`src/rtl/seg_scan4.sv`:
```
// Four-digit common-anode 7-segment scanner. It snapshots the time once per frame and blanks all anodes for a short guard interval at the start of each slot.
// Optional build macro SEG_SCAN4_LZ_BLANK_EN blanks the hour-tens digit when it is zero.
module seg_scan4 #(
    parameter int unsigned SCAN_DIV = 50000,
    parameter int unsigned GUARD    = 16
) (
    input  logic       CP,
    input  logic       CR,
    input  logic [3:0] HourH,
    input  logic [3:0] HourL,
    input  logic [3:0] MinH,
    input  logic [3:0] MinL,
    input  logic       DotEN,
    output logic [3:0] AN,
    output logic [6:0] SEG,
    output logic       DP
);

    localparam logic [15:0] CNT_MAX   = 16'(SCAN_DIV - 1);
    localparam logic [15:0] GUARD_LEN = 16'(GUARD);

    logic [15:0] cnt_q, cnt_d;
    logic [1:0]  idx_q, idx_d;
    logic        tick;

    logic [3:0]  hh_q, hh_d;
    logic [3:0]  hl_q, hl_d;
    logic [3:0]  mh_q, mh_d;
    logic [3:0]  ml_q, ml_d;
    logic        dot_q, dot_d;

    logic [3:0]  an_q, an_d;
    logic [6:0]  seg_q, seg_d;
    logic        dp_q, dp_d;

    logic [3:0]  digit;

    function automatic logic [6:0] bcd_to_seg(input logic [3:0] d);
        logic [6:0] s;
        case (d)
            4'd0:    s = 7'b1000000;
            4'd1:    s = 7'b1111001;
            4'd2:    s = 7'b0100100;
            4'd3:    s = 7'b0110000;
            4'd4:    s = 7'b0011001;
            4'd5:    s = 7'b0010010;
            4'd6:    s = 7'b0000010;
            4'd7:    s = 7'b1111000;
            4'd8:    s = 7'b0000000;
            4'd9:    s = 7'b0010000;
            default: s = 7'b0111111;
        endcase
        return s;
    endfunction

    assign tick = (cnt_q == CNT_MAX);

    always_comb begin
        cnt_d = cnt_q + 16'd1;
        idx_d = idx_q;
        if (tick) begin
            cnt_d = '0;
            idx_d = idx_q + 2'd1;
        end
    end

    // The snapshot loads on the last tick of a frame, so the whole next frame shows one consistent time.
    always_comb begin
        hh_d  = hh_q;
        hl_d  = hl_q;
        mh_d  = mh_q;
        ml_d  = ml_q;
        dot_d = dot_q;
        if (tick && idx_q == 2'd3) begin
            hh_d  = HourH;
            hl_d  = HourL;
            mh_d  = MinH;
            ml_d  = MinL;
            dot_d = DotEN;
        end
    end

    always_comb begin
        case (idx_q)
            2'd0:    digit = ml_q;
            2'd1:    digit = mh_q;
            2'd2:    digit = hl_q;
            default: digit = hh_q;
        endcase
    end

    // The segments follow idx even during the guard interval, so they settle before the anode turns on.
    always_comb begin
        seg_d = bcd_to_seg(digit);
        dp_d  = ~(idx_q == 2'd2 && dot_q);
        if (cnt_q < GUARD_LEN) begin
            an_d = '1;
        end else begin
            an_d = ~(4'b0001 << idx_q);
        end
`ifdef SEG_SCAN4_LZ_BLANK_EN
        if (idx_q == 2'd3 && hh_q == 4'd0) begin
            an_d  = '1;
            seg_d = '1;
        end
`endif
    end

    always_ff @(posedge CP) begin
        if (CR) begin
            cnt_q <= '0;
            idx_q <= '0;
            hh_q  <= '0;
            hl_q  <= '0;
            mh_q  <= '0;
            ml_q  <= '0;
            dot_q <= 1'b0;
            an_q  <= '1;
            seg_q <= '1;
            dp_q  <= 1'b1;
        end else begin
            cnt_q <= cnt_d;
            idx_q <= idx_d;
            hh_q  <= hh_d;
            hl_q  <= hl_d;
            mh_q  <= mh_d;
            ml_q  <= ml_d;
            dot_q <= dot_d;
            an_q  <= an_d;
            seg_q <= seg_d;
            dp_q  <= dp_d;
        end
    end

    assign AN  = an_q;
    assign SEG = seg_q;
    assign DP  = dp_q;

endmodule

```
`config.mk`:
```
export PLATFORM = sky130hd
export DESIGN_NAME = seg_scan4
export DESIGN_NICKNAME = d
export VERILOG_FILES = /design/src/rtl/seg_scan4.sv
export SDC_FILE = /design/constraint.sdc
export NUM_CORES = 1
export LEC_CHECK = 0
export CAP_MARGIN = 10
export CORE_UTILIZATION = 40
export DETAILED_ROUTE_END_ITERATION = 8
export PLACE_DENSITY = 0.58
export SLEW_MARGIN = 30
export SYNTH_ARGS = -nofsm -noshare
export SYNTH_HDL_FRONTEND = slang
export SYNTH_SLANG_ARGS = --single-unit
```
`constraint.sdc`:
```
create_clock -name CP -period 2.4 [get_ports CP]
set_input_delay 0.48 -clock CP [delete_from_list [all_inputs] [get_ports CP]]
set_output_delay 0.48 -clock CP [all_outputs]
set_load 0.03 [all_outputs]
```
==> impl_metrics.json, run 1 <==
{
  "max_freq_ghz": 0.449,
  "ys_top_cells_by_area": "dfxtp_1, nand4_1, o21ai_0",
  "grt_pass1_vias": 1692,
  "cts_root_buf": "clkbuf_8",
  "clock_latency_ps": 300,
  "synth_warnings": 0,
  "leakagePower_uw": 0.000909,
  "synthArstFlopShare": 0,
  "drive_above_1_share": 0.0886,
  "tightest_slew_ps": 518,
  "slew_headroom": 0.645,
  "tritoncts": "yes",
  "powerDensity_nw_per_um2": 562,
  "rrSetupSlack_ps": 170,
  "setup_violations": 0,
  "grt_antenna_before_repair": 0,
  "fin_setup_tns_ps": 0,
  "max_stage_delay_ps": 420,
  "fp.coreArea_um2": 5110,
  "min_path_cells": 1,
  "clk_pin_slew_ps": 90,
  "r2r-end": "SEG[2]",
  "ios": 31,
  "hpwl_um": 3360,
  "synth_nets": 269,
  "post-route-worst-setup-slack_ps": 175,
  "maxSlewViolCount": 0,
  "synthTopCellsByCount": "dfxtp_1, o21ai_0, a21oi_1, nand4_1, nor2_1",
  "detail_route.vias_per_cell": 5.33,
  "ant_nets": 0,
  "cts_max_path_buffers": 2,
  "grt_use_total": 0.185,
  "synth_top_area_share": 0.444,
  "seq_area_frac_synth": 0.444,
  "synth.largest_area_cell": "dfxtp_1",
  "grt_first_pass_wirelength_um": 7870,
  "max-cap-violations": 0,
  "worstPathCellList": "inv_1, ha_1, a222oi_1, mux2i_2, or2_1, a221o_2",
  "synth_edf_count": 0,
  "rows": 26,
  "initial_utilization": 0.415,
  "numCtsBuffers": 5,
  "vias": 1818,
  "cts_max_level": 2,
  "finalHoldViolations": 0,
  "hold_class": "reg2reg",
  "syn_avg_cell_area_um2": 8.78,
  "yosysUniqueCellTypes": 35,
  "clock-sinks": 47,
  "post-route-period-util": 0.927,
  "postCtsSetupBuffers": 0,
  "grt_max_degree": 21,
  "first_iter_violations": 66,
  "portBuffers": 30,
  "syn_to_final_growth_pct": 23.6,
  "path_max_fanout": 10,
  "synthesis.area_um2": 2120,
  "dp_slack_ps": 128,
  "syn_inst": 241,
  "cp-start-kind": "flop",
  "period_minus_slack_ps": 2230,
  "rsz0062_at_grt": "false",
  "cpMaxStageDelayCell": "a222oi_1",
  "final_util": 0.512,
  "nets": 298,
  "antenna_cells": 0,
  "synth.most_common_cell": "dfxtp_1",
  "rr_startpoint": "idx_q[0]",
  "die_height_um": 74.8,
  "min_to": "DP",
  "cts_resized": 0,
  "outcome": "finished clean",
  "wirelength_um": 4760,
  "ys_ff_latch": 47,
  "worstRegToRegCells": 6,
  "dieArea_um2": 5590,
  "wl_per_cell_um": 14.0,
  "peakVddDrop_mv": 0.344,
  "crit_family": "compound AO/OA/AOI/OAI gates",
  "critPathKind": "reg2reg",
  "p_total_uw": 1470,
  "yosys_most_used_dff": "dfxtp_1",
  "gr-total-overflow": 0,
  "critPathBufInv": 1,
  "place.gp.congestion": 0.829,
  "die_w_um": 74.8,
  "arrival_ps": 2420,
  "route.detailed.drc": 0,
  "crit_required_ps": 2600,
  "cts_hold_buf": 0,
  "firstDrtPassIters": 5,
  "min_from": "dot_q",
  "fin_worst_skew_ps": 9.46,
  "critPathCaptureType": "flop"
}
==> flip-flops by register name, summed over array words and instances (netlist names) <==
| signal | count |
|---|---|
| mh_q | 4 |
| hl_q | 4 |
| SEG | 7 |
| hh_q | 4 |
| AN | 4 |
| dot_q | 1 |
| cnt_q | 16 |
| DP | 1 |
| ml_q | 4 |
| idx_q | 2 |
==> metrics by stage <==
| stage | hold slack (ps) | instances | cell area (um2) |
|---|---|---|---|
| after floorplan | 364 | 241 | 2120 |
| after CTS | 434 | 341 | 2610 |
| after global placement | 428 | 333 | 2500 |
| after detailed placement | 415 | 333 | 2500 |
| final | 413 | 341 | 2620 |
| after global routing | 438 | 341 | 2620 |
==> area by class of cell <==
class,count,area [um2]
well taps,70,87.6
multi-input cells,166,1060
clock buffers,6,82.6
repair buffers,39,368
clock inverters,2,35.0
flip-flops and latches,47,941
fillers,507,2490
inverters,11,41.3
==> cells in the final DEF, fill, tap and decap left out, types with 2 or more instances in the layout <==
cell type        netlist  routed
dfxtp_1               47      47
clkdlybuf4s50_1        0      30
o21ai_0               27      27
a21oi_1               24      24
nand4_1               22      22
nor2_1                18      18
nand3_1               14      14
inv_1                 11      11
ha_1                   9       9
buf_4                  0       9
nand2_1                7       7
xor2_1                 7       7
clkbuf_8               0       6
a222oi_1               4       4
xnor2_1                4       4
and3_1                 3       3
or3_1                  3       3
nor3_1                 3       3
mux2i_1                3       2
mux2i_2                1       2
a211oi_1               2       2
and4_1                 2       2
a31oi_1                2       2
==> worst max path at each step <==
| stage | start | end | slack (ps) | depth (start not counted) |
|---|---|---|---|---|
| 6_report | idx_q[0] | SEG[2] | 170 | 6 |
| 5_1_grt | idx_q[0] | SEG[3] | 3 | 9 |
| 4_1_cts | idx_q[0] | SEG[3] | 110 | 9 |
| 3_5_place_dp | idx_q[0] | SEG[3] | 130 | 9 |
| 3_3_place_gp | idx_q[0] | SEG[2] | 240 | 6 |
| 2_1_floorplan | idx_q[0] | SEG[3] | 320 | 8 |
==> kinds of logic after synthesis <==
kind of cell	after synthesis	synth area share
AND/OR/NAND/NOR	80	0.210
AO/OA/AOI/OAI	61	0.165
flip-flops	47	0.444
buffers and inverters	28	0.0555
XOR/XNOR	11	0.0455
adder cells (fa/ha/maj)	9	0.0532
multiplexers	5	0.0260
==> metal layers <==
| layer | routed length (um) | vias up | track usage |
|---|---|---|---|
| met5 | 0 | - | 0 |
| li1 | - | 922 | - |
| met3 | 140 | 7 | 0.0361 |
| met2 | 2420 | 32 | 0.326 |
| met4 | 45 | 0 | 0.0524 |
| met1 | 2160 | 857 | 0.230 |
==> power breakdown <==
part           leakage, uW  internal, uW  total (uW)  switching (uW)
clock network    0.0000612           337         599             262
registers         0.000382           789         794            5.48
logic             0.000466          42.1        76.5            34.3
No activity file was read; power rests on OpenSTA's default activity.
==> run 2: changes to the inputs <==
--- a/config.mk
+++ b/config.mk
@@ -8,6 +8,7 @@
 export CAP_MARGIN = 10
 export CORE_UTILIZATION = 40
 export DETAILED_ROUTE_END_ITERATION = 8
+export GPL_ROUTABILITY_DRIVEN = 0
 export PLACE_DENSITY = 0.58
 export SLEW_MARGIN = 30
 export SYNTH_ARGS = -nofsm -noshare
==> constraint.sdc (replaced) <==
create_clock -name CP -period 2.4 [get_ports CP]
set_input_delay 0.72 -clock CP [delete_from_list [all_inputs] [get_ports CP]]
set_output_delay 0.72 -clock CP [all_outputs]
set_load 0.03 [all_outputs]
==> impl_metrics.json, run 2 (synthesized netlist as in run 1, its figures left out) <==
{
  "outcome": "finished clean",
  "ant_nets": 0,
  "rsz0062_at_grt": "false",
  "portBuffers": 30,
  "gr-total-overflow": 0,
  "final_util": 0.507,
  "worst_hold_slack_ps": 442,
  "die_height_um": 74.8,
  "cpMaxStageDelayCell": "a222oi_1",
  "setup_violations": 0,
  "final_common_cell": "dfxtp_1",
  "max-cap-violations": 0,
  "detail_route.vias_per_cell": 5.13,
  "clock_latency_ps": 300,
  "dieArea_um2": 5590,
  "nets": 299,
  "rows": 26,
  "max_freq_ghz": 0.450,
  "powerDensity_nw_per_um2": 514,
  "firstDrtPassIters": 5,
  "worstPathCellList": "inv_1, ha_1, a222oi_1, mux2i_2, or2_1, a221o_2",
  "wl_per_cell_um": 13.5,
  "vias": 1755,
  "ios": 31,
  "met3_usage": 0.0361,
  "peakVddDrop_mv": 0.301,
  "grt_max_degree": 21,
  "finalHoldViolations": 0,
  "cp-start-kind": "flop",
  "arrival_ps": 2410,
  "grt_antenna_before_repair": 0,
  "drive_above_1_share": 0.0846,
  "fp.coreArea_um2": 5110,
  "tritoncts": "yes",
  "grt_util_met2": 0.324,
  "postLayoutCellArea_um2": 2590,
  "top_usage_layer": "met2",
  "grt_first_pass_wirelength_um": 7770,
  "initial_utilization": 0.415,
  "mostFrequentLayoutCells": "dfxtp_1, clkdlybuf4s50_1, o21ai_0",
  "period_minus_slack_ps": 2220,
  "slew_headroom": 0.654,
  "leakagePower_uw": 0.000895,
  "layout.cells.non_filler": 342,
  "maxSlewViolCount": 0,
  "cts_max_path_buffers": 2,
  "max_stage_delay_ps": 410,
  "use_met1": 0.226,
  "clk_pin_slew_ps": 80,
  "crit_required_ps": 2590,
  "route.detailed.drc": 0,
  "top_register": "cnt_q",
  "grt_pass1_vias": 1680,
  "first_iter_violations": 88,
  "fin_setup_tns_ps": 0,
  "clock-sinks": 47,
  "path_max_fanout": 10,
  "post-route-period-util": 0.927,
  "rrSetupSlack_ps": 180,
  "cts_max_level": 2,
  "grt_use_total": 0.186,
  "wirelength_um": 4600,
  "critPathKind": "reg2reg",
  "tightest_slew_ps": 510,
  "critPathCaptureType": "flop",
  "hpwl_um": 3210,
  "hold_class": "reg2reg",
  "largest_reg_flops": 16,
  "die_w_um": 74.8,
  "place_area_um2": 2500,
  "syn_to_final_growth_pct": 22.3,
  "fin_worst_skew_ps": 9.57,
  "antenna_cells": 0,
  "cts_root_buf": "clkbuf_8",
  "numCtsBuffers": 5,
  "dp_cells": 334
}
[run 2: cell count changes in the layout (fill, tap and decap cells not counted)]
cell       delta
clkbuf_1      +2
buf_4         +1
clkbuf_8      -1
bufinv_16     -1
[run 2: area by class of cell]
cell class,instances,area (um2)
multi-input combinational,166,1060
timing repair buffer,40,375
fill,513,2520
clock buffer,7,76.3
sequential,47,941
inverter,11,41.3
clock inverter,1,5.00
tap,70,87.6
[run 2: final timing paths]
kind | start | end | cells after the start
max | idx_q[0] | SEG[2] | 6
min | dot_q | DP | 1
max reg2reg | idx_q[0] | SEG[2] | 6
min reg2reg | dot_q | DP | 1
[run 2: worst max-delay path, delay by kind of cell (launching register included)]
family,cells,cell delay (ps)
adder cells (fa/ha/maj),1,290
flip-flops,1,400
multiplexers,1,240
AND/OR/NAND/NOR,1,290
buffers and inverters,1,100
AO/OA/AOI/OAI,2,800
[run 2: metrics by stage]
step | setup slack (ps) | power (uW)
6_report | 176 | 1330
5_1_grt | 22.4 | 1380
4_1_cts | 124 | 1340
3_5_place_dp | 128 | 891
3_3_place_gp | 234 | 890
2_1_floorplan | 324 | 844
[run 2: per-layer routing]
metal | part of all wire | wire length (um) | up-vias
met5 | 0 | 0 | -
met4 | 0.014 | 65 | 0
met3 | 0.030 | 136 | 7
met2 | 0.48 | 2220 | 25
met1 | 0.47 | 2180 | 794
li1 | - | - | 929
[run 2: what timing repair did]
item	4_1_cts	5_1_grt
hold buffers	0	0
endpoints found under the setup margin	0	3
resized for setup	0	1
buffers inserted	0	0
[run 2: power breakdown]
part           switching (uW)  internal (uW)
Clock                     255            205
Sequential               5.22            789
Combinational            34.1           43.3
